**src/rtl/runner_char_if.sv**
```systemverilog
// Game-side bundle for the runner character: tick/control inputs toward the
// character and sprite geometry/state outputs toward the renderer.
interface runner_char_if #(
  parameter int SPEED_W = 5
);
  logic                update;
  logic [SPEED_W-1:0]  speed;
  logic                jump;
  logic                duck;
  logic                crash;
  logic signed [11:0]  x_pos;
  logic signed [11:0]  y_pos;
  logic [9:0]          width;
  logic [9:0]          height;
  logic [2:0]          state;
  logic [2:0]          frame;

  // Game/input side: drives the tick and controls, observes the sprite.
  modport master (
    output update, speed, jump, duck, crash,
    input  x_pos, y_pos, width, height, state, frame
  );

  // Character side: consumes the tick and controls, produces the sprite.
  modport slave (
    input  update, speed, jump, duck, crash,
    output x_pos, y_pos, width, height, state, frame
  );
endinterface

```
**src/rtl/runner_char.sv**
```systemverilog
// Endless-runner player character: jump physics with fractional gravity,
// speed-scaled take-off, duck/fast-drop, crash/restart and sprite animation.
module runner_char #(
  parameter int START_X       = 50,
  parameter int GROUND_Y      = 93,
  parameter int WIDTH         = 44,
  parameter int HEIGHT        = 47,
  parameter int WIDTH_DUCK    = 59,
  parameter int HEIGHT_DUCK   = 25,
  parameter int INIT_JUMP_VEL = -10,
  parameter int SPEED_SHIFT   = 3,
  parameter int GRAVITY_NUM   = 6,
  parameter int GRAVITY_DEN   = 10,
  parameter int MIN_JUMP_H    = 30,
  parameter int MAX_JUMP_Y    = 30,
  parameter int DROP_VEL      = -5,
  parameter int FAST_DROP_VEL = 12,
  parameter int RUN_PERIOD    = 5,
  parameter int BLINK_PERIOD  = 60,
  parameter int BLINK_LEN     = 6,
  parameter int SPEED_W       = 5
) (
  input logic         clk,
  input logic         rst,
  runner_char_if.slave bus
);

  typedef enum logic [2:0] {
    WAITING = 3'd0,
    RUNNING = 3'd1,
    JUMPING = 3'd2,
    DUCKING = 3'd3,
    CRASHED = 3'd4
  } state_t;

  localparam logic [2:0] F_WAIT0 = 3'd0;
  localparam logic [2:0] F_WAIT1 = 3'd1;
  localparam logic [2:0] F_RUN0  = 3'd2;
  localparam logic [2:0] F_RUN1  = 3'd3;
  localparam logic [2:0] F_JUMP0 = 3'd4;
  localparam logic [2:0] F_DUCK0 = 3'd5;
  localparam logic [2:0] F_DUCK1 = 3'd6;
  localparam logic [2:0] F_CRASH = 3'd7;

  localparam logic signed [11:0] GROUND_Y12 = 12'(GROUND_Y);
  localparam logic signed [12:0] GROUND_Y13 = 13'(GROUND_Y);
  localparam logic signed [11:0] MIN_H_Y    = 12'(GROUND_Y - MIN_JUMP_H);
  localparam logic signed [11:0] MAX_Y      = 12'(MAX_JUMP_Y);
  localparam logic signed [9:0]  V_INIT     = 10'(INIT_JUMP_VEL);
  localparam logic signed [9:0]  V_DROP     = 10'(DROP_VEL);
  localparam logic signed [9:0]  V_FAST     = 10'(FAST_DROP_VEL);
  localparam logic [5:0]         G_NUM      = 6'(GRAVITY_NUM);
  localparam logic [5:0]         G_DEN      = 6'(GRAVITY_DEN);
  localparam logic [7:0]         RUN_P      = 8'(RUN_PERIOD);
  localparam logic [7:0]         RUN_WRAP   = 8'(2 * RUN_PERIOD);
  localparam logic [7:0]         BLINK_WRAP = 8'(BLINK_PERIOD);
  localparam logic [7:0]         BLINK_ON   = 8'(BLINK_PERIOD - BLINK_LEN);

  state_t             state_reg, state_next;
  logic signed [11:0] y_reg, y_next;
  logic signed [9:0]  vel_reg, vel_next;
  logic [4:0]         acc_reg, acc_next;
  logic               min_reg, min_next;
  logic [7:0]         anim_reg, anim_next;
  logic               jump_q_reg, jump_q_next;
  logic [2:0]         frame_reg, frame_next;

  // Airborne arithmetic, evaluated every cycle from the current registers.
  logic [9:0]         speed_ext;
  logic signed [9:0]  vel_take;
  logic signed [12:0] y_sum;
  logic [5:0]         acc_sum;
  logic [4:0]         acc_grav;
  logic signed [9:0]  vel_grav;
  logic               min_set;
  logic               jump_edge;
  logic               in_play;
  logic [7:0]         anim_inc;

  assign speed_ext = {{(10 - SPEED_W){1'b0}}, bus.speed};
  assign vel_take  = V_INIT - $signed(speed_ext >> SPEED_SHIFT);
  assign y_sum     = $signed({y_reg[11], y_reg}) + $signed({{3{vel_reg[9]}}, vel_reg});
  assign acc_sum   = {1'b0, acc_reg} + G_NUM;
  assign acc_grav  = (acc_sum >= G_DEN) ? 5'(acc_sum - G_DEN) : acc_sum[4:0];
  assign vel_grav  = (acc_sum >= G_DEN) ? vel_reg + 10'sd1 : vel_reg;
  assign min_set   = min_reg | (y_reg <= MIN_H_Y);
  assign jump_edge = bus.jump & ~jump_q_reg;
  assign in_play   = (state_reg == RUNNING) || (state_reg == JUMPING) || (state_reg == DUCKING);
  assign anim_inc  = anim_reg + 8'd1;

  // Next-state logic: crash overrides everything, all else waits for a tick.
  always_comb begin
    state_next  = state_reg;
    y_next      = y_reg;
    vel_next    = vel_reg;
    acc_next    = acc_reg;
    min_next    = min_reg;
    jump_q_next = jump_q_reg;
    anim_next   = anim_reg;
    frame_next  = frame_reg;

    if (bus.crash && in_play) begin
      state_next = CRASHED;
    end else if (bus.update) begin
      jump_q_next = bus.jump;
      case (state_reg)
        WAITING: if (jump_edge) state_next = RUNNING;
        RUNNING: begin
          if (bus.jump) begin
            state_next = JUMPING;
            vel_next   = vel_take;
            acc_next   = 5'd0;
            min_next   = 1'b0;
          end else if (bus.duck) begin
            state_next = DUCKING;
          end
        end
        DUCKING: if (!bus.duck) state_next = RUNNING;
        JUMPING: begin
          if (y_sum >= GROUND_Y13) begin
            state_next = bus.duck ? DUCKING : RUNNING;
            y_next     = GROUND_Y12;
            vel_next   = 10'sd0;
            acc_next   = 5'd0;
          end else begin
            y_next   = y_sum[11:0];
            acc_next = acc_grav;
            min_next = min_set;
            vel_next = vel_grav;
            if (bus.duck) begin
              if (vel_grav < V_FAST) vel_next = V_FAST;
            end else if (min_set && (!bus.jump || y_reg <= MAX_Y) && vel_grav < V_DROP) begin
              vel_next = V_DROP;
            end
          end
        end
        CRASHED: begin
          if (jump_edge) begin
            state_next = RUNNING;
            y_next     = GROUND_Y12;
            vel_next   = 10'sd0;
            acc_next   = 5'd0;
            min_next   = 1'b0;
          end
        end
        default: state_next = WAITING;
      endcase
    end

    // Animation restarts whenever the state changes, else advances per tick.
    if (state_next != state_reg) begin
      anim_next = 8'd0;
    end else if (bus.update) begin
      anim_next = anim_inc;
      if ((state_reg == RUNNING || state_reg == DUCKING) && anim_inc >= RUN_WRAP) anim_next = 8'd0;
      if (state_reg == WAITING && anim_inc >= BLINK_WRAP) anim_next = 8'd0;
    end

    case (state_next)
      WAITING: frame_next = (anim_next >= BLINK_ON) ? F_WAIT1 : F_WAIT0;
      RUNNING: frame_next = (anim_next < RUN_P) ? F_RUN0 : F_RUN1;
      DUCKING: frame_next = (anim_next < RUN_P) ? F_DUCK0 : F_DUCK1;
      JUMPING: frame_next = F_JUMP0;
      default: frame_next = F_CRASH;
    endcase
  end

  // Register update with synchronous reset back to the waiting pose.
  always_ff @(posedge clk) begin
    if (rst) begin
      state_reg  <= WAITING;
      y_reg      <= GROUND_Y12;
      vel_reg    <= 10'sd0;
      acc_reg    <= 5'd0;
      min_reg    <= 1'b0;
      anim_reg   <= 8'd0;
      jump_q_reg <= 1'b0;
      frame_reg  <= F_WAIT0;
    end else begin
      state_reg  <= state_next;
      y_reg      <= y_next;
      vel_reg    <= vel_next;
      acc_reg    <= acc_next;
      min_reg    <= min_next;
      anim_reg   <= anim_next;
      jump_q_reg <= jump_q_next;
      frame_reg  <= frame_next;
    end
  end

  assign bus.x_pos  = 12'(START_X);
  assign bus.y_pos  = y_reg;
  assign bus.state  = state_reg;
  assign bus.frame  = frame_reg;
  assign bus.width  = (state_reg == DUCKING) ? 10'(WIDTH_DUCK) : 10'(WIDTH);
  assign bus.height = (state_reg == DUCKING) ? 10'(HEIGHT_DUCK) : 10'(HEIGHT);

endmodule

```
**src/flat_wrapper.sv**
```systemverilog
// flat-port wrapper written by rule: the top's interface ports become plain ports
module runner_char_flat 
#(
  parameter int START_X       = 50,
  parameter int GROUND_Y      = 93,
  parameter int WIDTH         = 44,
  parameter int HEIGHT        = 47,
  parameter int WIDTH_DUCK    = 59,
  parameter int HEIGHT_DUCK   = 25,
  parameter int INIT_JUMP_VEL = -10,
  parameter int SPEED_SHIFT   = 3,
  parameter int GRAVITY_NUM   = 6,
  parameter int GRAVITY_DEN   = 10,
  parameter int MIN_JUMP_H    = 30,
  parameter int MAX_JUMP_Y    = 30,
  parameter int DROP_VEL      = -5,
  parameter int FAST_DROP_VEL = 12,
  parameter int RUN_PERIOD    = 5,
  parameter int BLINK_PERIOD  = 60,
  parameter int BLINK_LEN     = 6,
  parameter int SPEED_W       = 5
)
  (clk, rst, bus_update, bus_speed, bus_jump, bus_duck, bus_crash, bus_x_pos, bus_y_pos, bus_width, bus_height, bus_state, bus_frame);
  runner_char_if #(.SPEED_W(SPEED_W)) bus_i ();
  input logic clk;
  input logic rst;
  input wire logic [$bits(bus_i.update)-1:0] bus_update;
  input wire logic [$bits(bus_i.speed)-1:0] bus_speed;
  input wire logic [$bits(bus_i.jump)-1:0] bus_jump;
  input wire logic [$bits(bus_i.duck)-1:0] bus_duck;
  input wire logic [$bits(bus_i.crash)-1:0] bus_crash;
  output wire logic [$bits(bus_i.x_pos)-1:0] bus_x_pos;
  output wire logic [$bits(bus_i.y_pos)-1:0] bus_y_pos;
  output wire logic [$bits(bus_i.width)-1:0] bus_width;
  output wire logic [$bits(bus_i.height)-1:0] bus_height;
  output wire logic [$bits(bus_i.state)-1:0] bus_state;
  output wire logic [$bits(bus_i.frame)-1:0] bus_frame;
  assign bus_i.update = bus_update;
  assign bus_i.speed = bus_speed;
  assign bus_i.jump = bus_jump;
  assign bus_i.duck = bus_duck;
  assign bus_i.crash = bus_crash;
  assign bus_x_pos = bus_i.x_pos;
  assign bus_y_pos = bus_i.y_pos;
  assign bus_width = bus_i.width;
  assign bus_height = bus_i.height;
  assign bus_state = bus_i.state;
  assign bus_frame = bus_i.frame;
  runner_char #(.START_X(START_X), .GROUND_Y(GROUND_Y), .WIDTH(WIDTH), .HEIGHT(HEIGHT), .WIDTH_DUCK(WIDTH_DUCK), .HEIGHT_DUCK(HEIGHT_DUCK), .INIT_JUMP_VEL(INIT_JUMP_VEL), .SPEED_SHIFT(SPEED_SHIFT), .GRAVITY_NUM(GRAVITY_NUM), .GRAVITY_DEN(GRAVITY_DEN), .MIN_JUMP_H(MIN_JUMP_H), .MAX_JUMP_Y(MAX_JUMP_Y), .DROP_VEL(DROP_VEL), .FAST_DROP_VEL(FAST_DROP_VEL), .RUN_PERIOD(RUN_PERIOD), .BLINK_PERIOD(BLINK_PERIOD), .BLINK_LEN(BLINK_LEN), .SPEED_W(SPEED_W)) u_core (.clk(clk), .rst(rst), .bus(bus_i));
endmodule
```
**config.mk**
```make
export PLATFORM = sky130hd
export DESIGN_NAME = runner_char_flat
export DESIGN_NICKNAME = d
export VERILOG_FILES = /design/src/rtl/runner_char_if.sv /design/src/rtl/runner_char.sv /design/src/flat_wrapper.sv
export SDC_FILE = /design/constraint.sdc
export NUM_CORES = 1
export LEC_CHECK = 0
export ABC_CLOCK_PERIOD_IN_PS = 4050
export CAP_MARGIN = 20
export CORE_AREA = 2 2 86 88
export CTS_CLUSTER_SIZE = 40
export DETAILED_ROUTE_END_ITERATION = 7
export DIE_AREA = 0 0 88 90
export GPL_TIMING_DRIVEN = 0
export HOLD_SLACK_MARGIN = 0.08
export PLACE_DENSITY = 0.78
export SLEW_MARGIN = 15
export SYNTH_ARGS = -nofsm -noshare
export SYNTH_HDL_FRONTEND = slang
export SYNTH_SLANG_ARGS = --single-unit
```
**constraint.sdc**
```tcl
create_clock -name clk -period 4.05 [get_ports clk]
set_input_delay 0.405 -clock clk [delete_from_list [all_inputs] [get_ports clk]]
set_output_delay 0.405 -clock clk [all_outputs]
set_load 0.02 [all_outputs]
```
==> results by group, run 1 <==
Clocking
  • H-Tree Depth: 2
  • Clock-pin transition on the worst setup and hold timing paths: about 80 ps
  • CTS buffer count: 5
  • Clk buf depth: 2
  • CTS Sinks: 42
  • TritonCTS clock tree: built
  • Worst skew pair latency: 300 ps
  • CTS Root Cell: clkbuf_8

Timing
  • Fin. Hold Viols: 0
  • Max transition margin: 57.23%
  • Setup Skew: 6.270 ps
  • Max-slew violation count: 0
  • Final min period: 3833 ps
  • Final setup fails: 0
  • Worst-margin pin slew: 635.7 ps
  • Setup WS post-layout: 217.2 ps
  • Final period util: 94.64%
  • FMAX: 260.9 MHz

Setup path
  • Slowest-stage cell, CP: or4b_4
  • Max FO, Critical Path: 9
  • Critical Path Sink Type: flop
  • Arr. time, crit path: 4020 ps
  • R2r endpoint: u_core.vel_reg[3]
  • Cells along the critical path: inv_1 -> ha_2 -> or4b_4 -> a21oi_4 -> nor2_2 -> nand2_1 -> nor3_1 -> xnor2_1 -> o2111ai_1 -> nor3_1 -> ha_1 -> and2_1 -> buf_1 -> or3_1 -> a22oi_1 -> nor2_1
  • Crit path kind: reg2reg
  • CP peak stage delay: roughly 510 ps
  • WP buf/inv: 2
  • Worst endpoint required time: 4230 ps
  • Crit path max-delay family: simple AND/OR/NAND/NOR gates
  • Worst R2R Start: u_core.acc_reg[1]
  • Crit path launch type: flop
  • FF-to-FF setup slack: 220 ps
  • Most frequent CP cell: nor3_1
  • Worst r2r path cells: 16

Worst hold path
  • Hold path depth: 2
  • Worst Min Path Start: u_core.min_reg
  • Worst Hold Class: reg2reg
  • Hold endpoint: u_core.min_reg

Routing
  • Routed WL per cell: about 15 um
  • First-pass DRT Iterations: 5
  • Final wirelength: 9877 um
  • Via Count: 3935
  • DR vias/cell: 5.821
  • Iteration-0 DRC count of the detailed router: 229
  • DRC viols: 0
  • Final ANT Viol Nets: 0

Placement
  • Final HPWL DP: 7415 um
  • Pre-CTS WS: 83.28 ps
  • Inst Count DP: 666
  • Routability cong.: 0.9809
  • Input/output buffers: 31

Global routing
  • Initial antenna violation count: 0
  • First-pass GRT wire length: 16460 um
  • Vias in the first global route: 3566
  • Remaining Overflow, GRT: 0
  • Total track usage: roughly a quarter
  • Largest net degree at the start of global routing: 14

Die
  • Die area: slightly below 8000 sq um
  • Std-Cell Rows: 31
  • IO Pins: between 60 and 70
  • Core ar.: 7020 sq um
  • Die X: just under 90 um
  • Die Y-Extent: 90 um
  • Initial Util: 53.23%

Yosys
  • Average size of a mapped cell: 7.271 sq um
  • Main area contributors after synthesis: dfxtp_1 22%, a21oi_1 6.6%, buf_4 6.0%
  • Yosys warnings: 0
  • Syn Inst Count: 514
  • Yosys cell types: 69
  • Most used DFF post-synth: dfxtp_1
  • Async SR Flop Fraction: 0%
  • Post-synth top area share: 22.50%
  • Post-synth EDFFs: 0
  • Post-synth top area cell: dfxtp_1
  • Seq/Total Area, Yosys: 22.50%
  • Mapped Area: ~3700 sq um
  • Yosys reg bits: 42

Cells and area
  • Final Util: between 60% and 70%
  • Area grow syn2layout: 17.07%
  • Filler cells: 635
  • N_diodes: 0
  • Nets: 606
  • Layout Cells excl Fill: 676
  • Share of post-route cells with drive strength above 1: 11.09%
  • Max reg flops: 12

Pwr
  • IR Drop Worst-Case VDD: 0.0001637 V
  • Pwr dens: approximately 230 nW/um^2
  • P_leak: 1.713 nW

Job
  • Max Cap Violations: 0

Status
  • Status: completed
==> worst reg2reg max path, stage by stage (launching register included) <==
cell,delay [ps]
dfxtp_2,420
inv_1,90
ha_2,240
or4b_4,510
a21oi_4,280
nor2_2,160
nand2_1,140
nor3_1,70
xnor2_1,230
o2111ai_1,180
nor3_1,200
ha_1,270
and2_1,160
buf_1,180
or3_1,340
a22oi_1,190
nor2_1,50
==> stage by stage <==
step           hold WS [ps]  setup TNS (ps)  power, mW  instance area [sq um]
2_1_floorplan         444.6               0     0.6613                   3820
3_3_place_gp          459.1               0     0.7269                   4254
3_5_place_dp          469.0               0     0.7320                   4254
4_1_cts               480.5               0      1.020                   4349
5_1_grt               522.6          -4.804      1.077                   4375
6_report              483.8               0      1.022                   4375
==> layout make-up <==
| class | instances | area (sq um) | area share, % |
|---|---|---|---|
| clock buffer | 6 | 82.58 | 1.887 |
| timing repair buffer | 33 | 325.3 | 7.435 |
| multi-input combinational | 417 | 2581 | 58.99 |
| buffer | 56 | 329.1 | 7.521 |
| sequential | 42 | 842.1 | 19.25 |
| tap | 99 | 123.9 | 2.831 |
| inverter | 21 | 78.83 | 1.802 |
| clock inverter | 2 | 12.51 | 0.2860 |
==> report_power, final <==
part           leakage [nW]  internal [mW]  switching (mW)
combinational          1.33          0.107           0.179
sequential            0.341          0.426          0.0183
clock                0.0472          0.137           0.155
==> cells by family after synthesis <==
| family | after synthesis | share of synthesized area (%) |
|---|---|---|
| adders and majority gates | 19 | 6.562 |
| buffers and inverters | 77 | 10.91 |
| and+or+nand+nor | 187 | 24.98 |
| other | 2 | 0.2009 |
| muxes | 4 | 1.105 |
| DFF | 42 | 22.50 |
| AOI/OAI and AO/OA | 160 | 28.36 |
| xor gates and xnor gates | 23 | 5.390 |
==> synth_stat cells, drive strengths merged (8+ instances only) <==
library cell	instances
inv	21
clkbuf	19
and2	8
buf	37
nor2	49
nand2	45
nand3	18
xnor2	12
dfxtp	42
xor2	11
a21oi	50
o21ai	40
ha	18
nor3	23
o211ai	8
==> how the worst max path moves through the flow <==
stage / startpoint / endpoint / slack [ps] / cells past startpoint
final: u_core.acc_reg[1] / u_core.vel_reg[3] / 220 / 16
after global routing: u_core.acc_reg[1] / u_core.vel_reg[3] / -5 / 16
after CTS: u_core.acc_reg[1] / u_core.vel_reg[3] / 50 / 16
after detailed placement: u_core.acc_reg[1] / u_core.vel_reg[3] / 80 / 16
after global placement: u_core.acc_reg[1] / u_core.vel_reg[3] / 160 / 16
after floorplan: u_core.acc_reg[1] / u_core.vel_reg[3] / 530 / 16
==> layout by cell type (no fill, tap or decap), types with 3 or more instances in the layout <==
master and instances:
a21oi_1 49, nor2_1 48, nand2_1 45, dfxtp_1 41
o21ai_0 38, buf_4 32, clkdlybuf4s50_1 31, conb_1 24
nor3_1 23, inv_1 20, clkbuf_1 19, nand3_1 18
ha_1 17, xnor2_1 12, xor2_1 11, o211ai_1 8
nor2b_1 7, and2_1 7, a21o_1 7, nand2b_1 6
a22oi_1 6, clkbuf_8 6, a211oi_1 5, buf_2 5
and3_1 5, nand4_1 5, o31ai_1 4, o32ai_1 4
and4_1 3, a31oi_1 3, o2111ai_1 3, mux2i_1 3
and4b_1 3, or3_1 3
==> routing by layer <==
| layer | GRT usage (%) | wire (um) | vias to the layer above |
|---|---|---|---|
| met2 | 42.42 | 4835 | 156 |
| met5 | 0 | 0 | - |
| met1 | 32.88 | 4191 | 1809 |
| li1 | - | - | 1935 |
| met3 | 4.040 | 579 | 35 |
| met4 | 7.564 | 270 | 0 |
==> what timing repair did <==
| action | 4_1_cts | 5_1_grt |
|---|---|---|
| setup endpoints to repair | 0 | 5 |
| hold buffers | 0 | 0 |
| hold endpoints to repair | 0 | 0 |
| gates resized for setup | 0 | 3 |
| buffers inserted | 0 | 2 |
(Power assumes the default switching activity.)
==> inputs of run 2 (changes only) <==
Settings changed: CTS_CLUSTER_DIAMETER from default to 30.
==> results of run 2 <==
Final layout, timing and power as in run 1 (identical DEF).
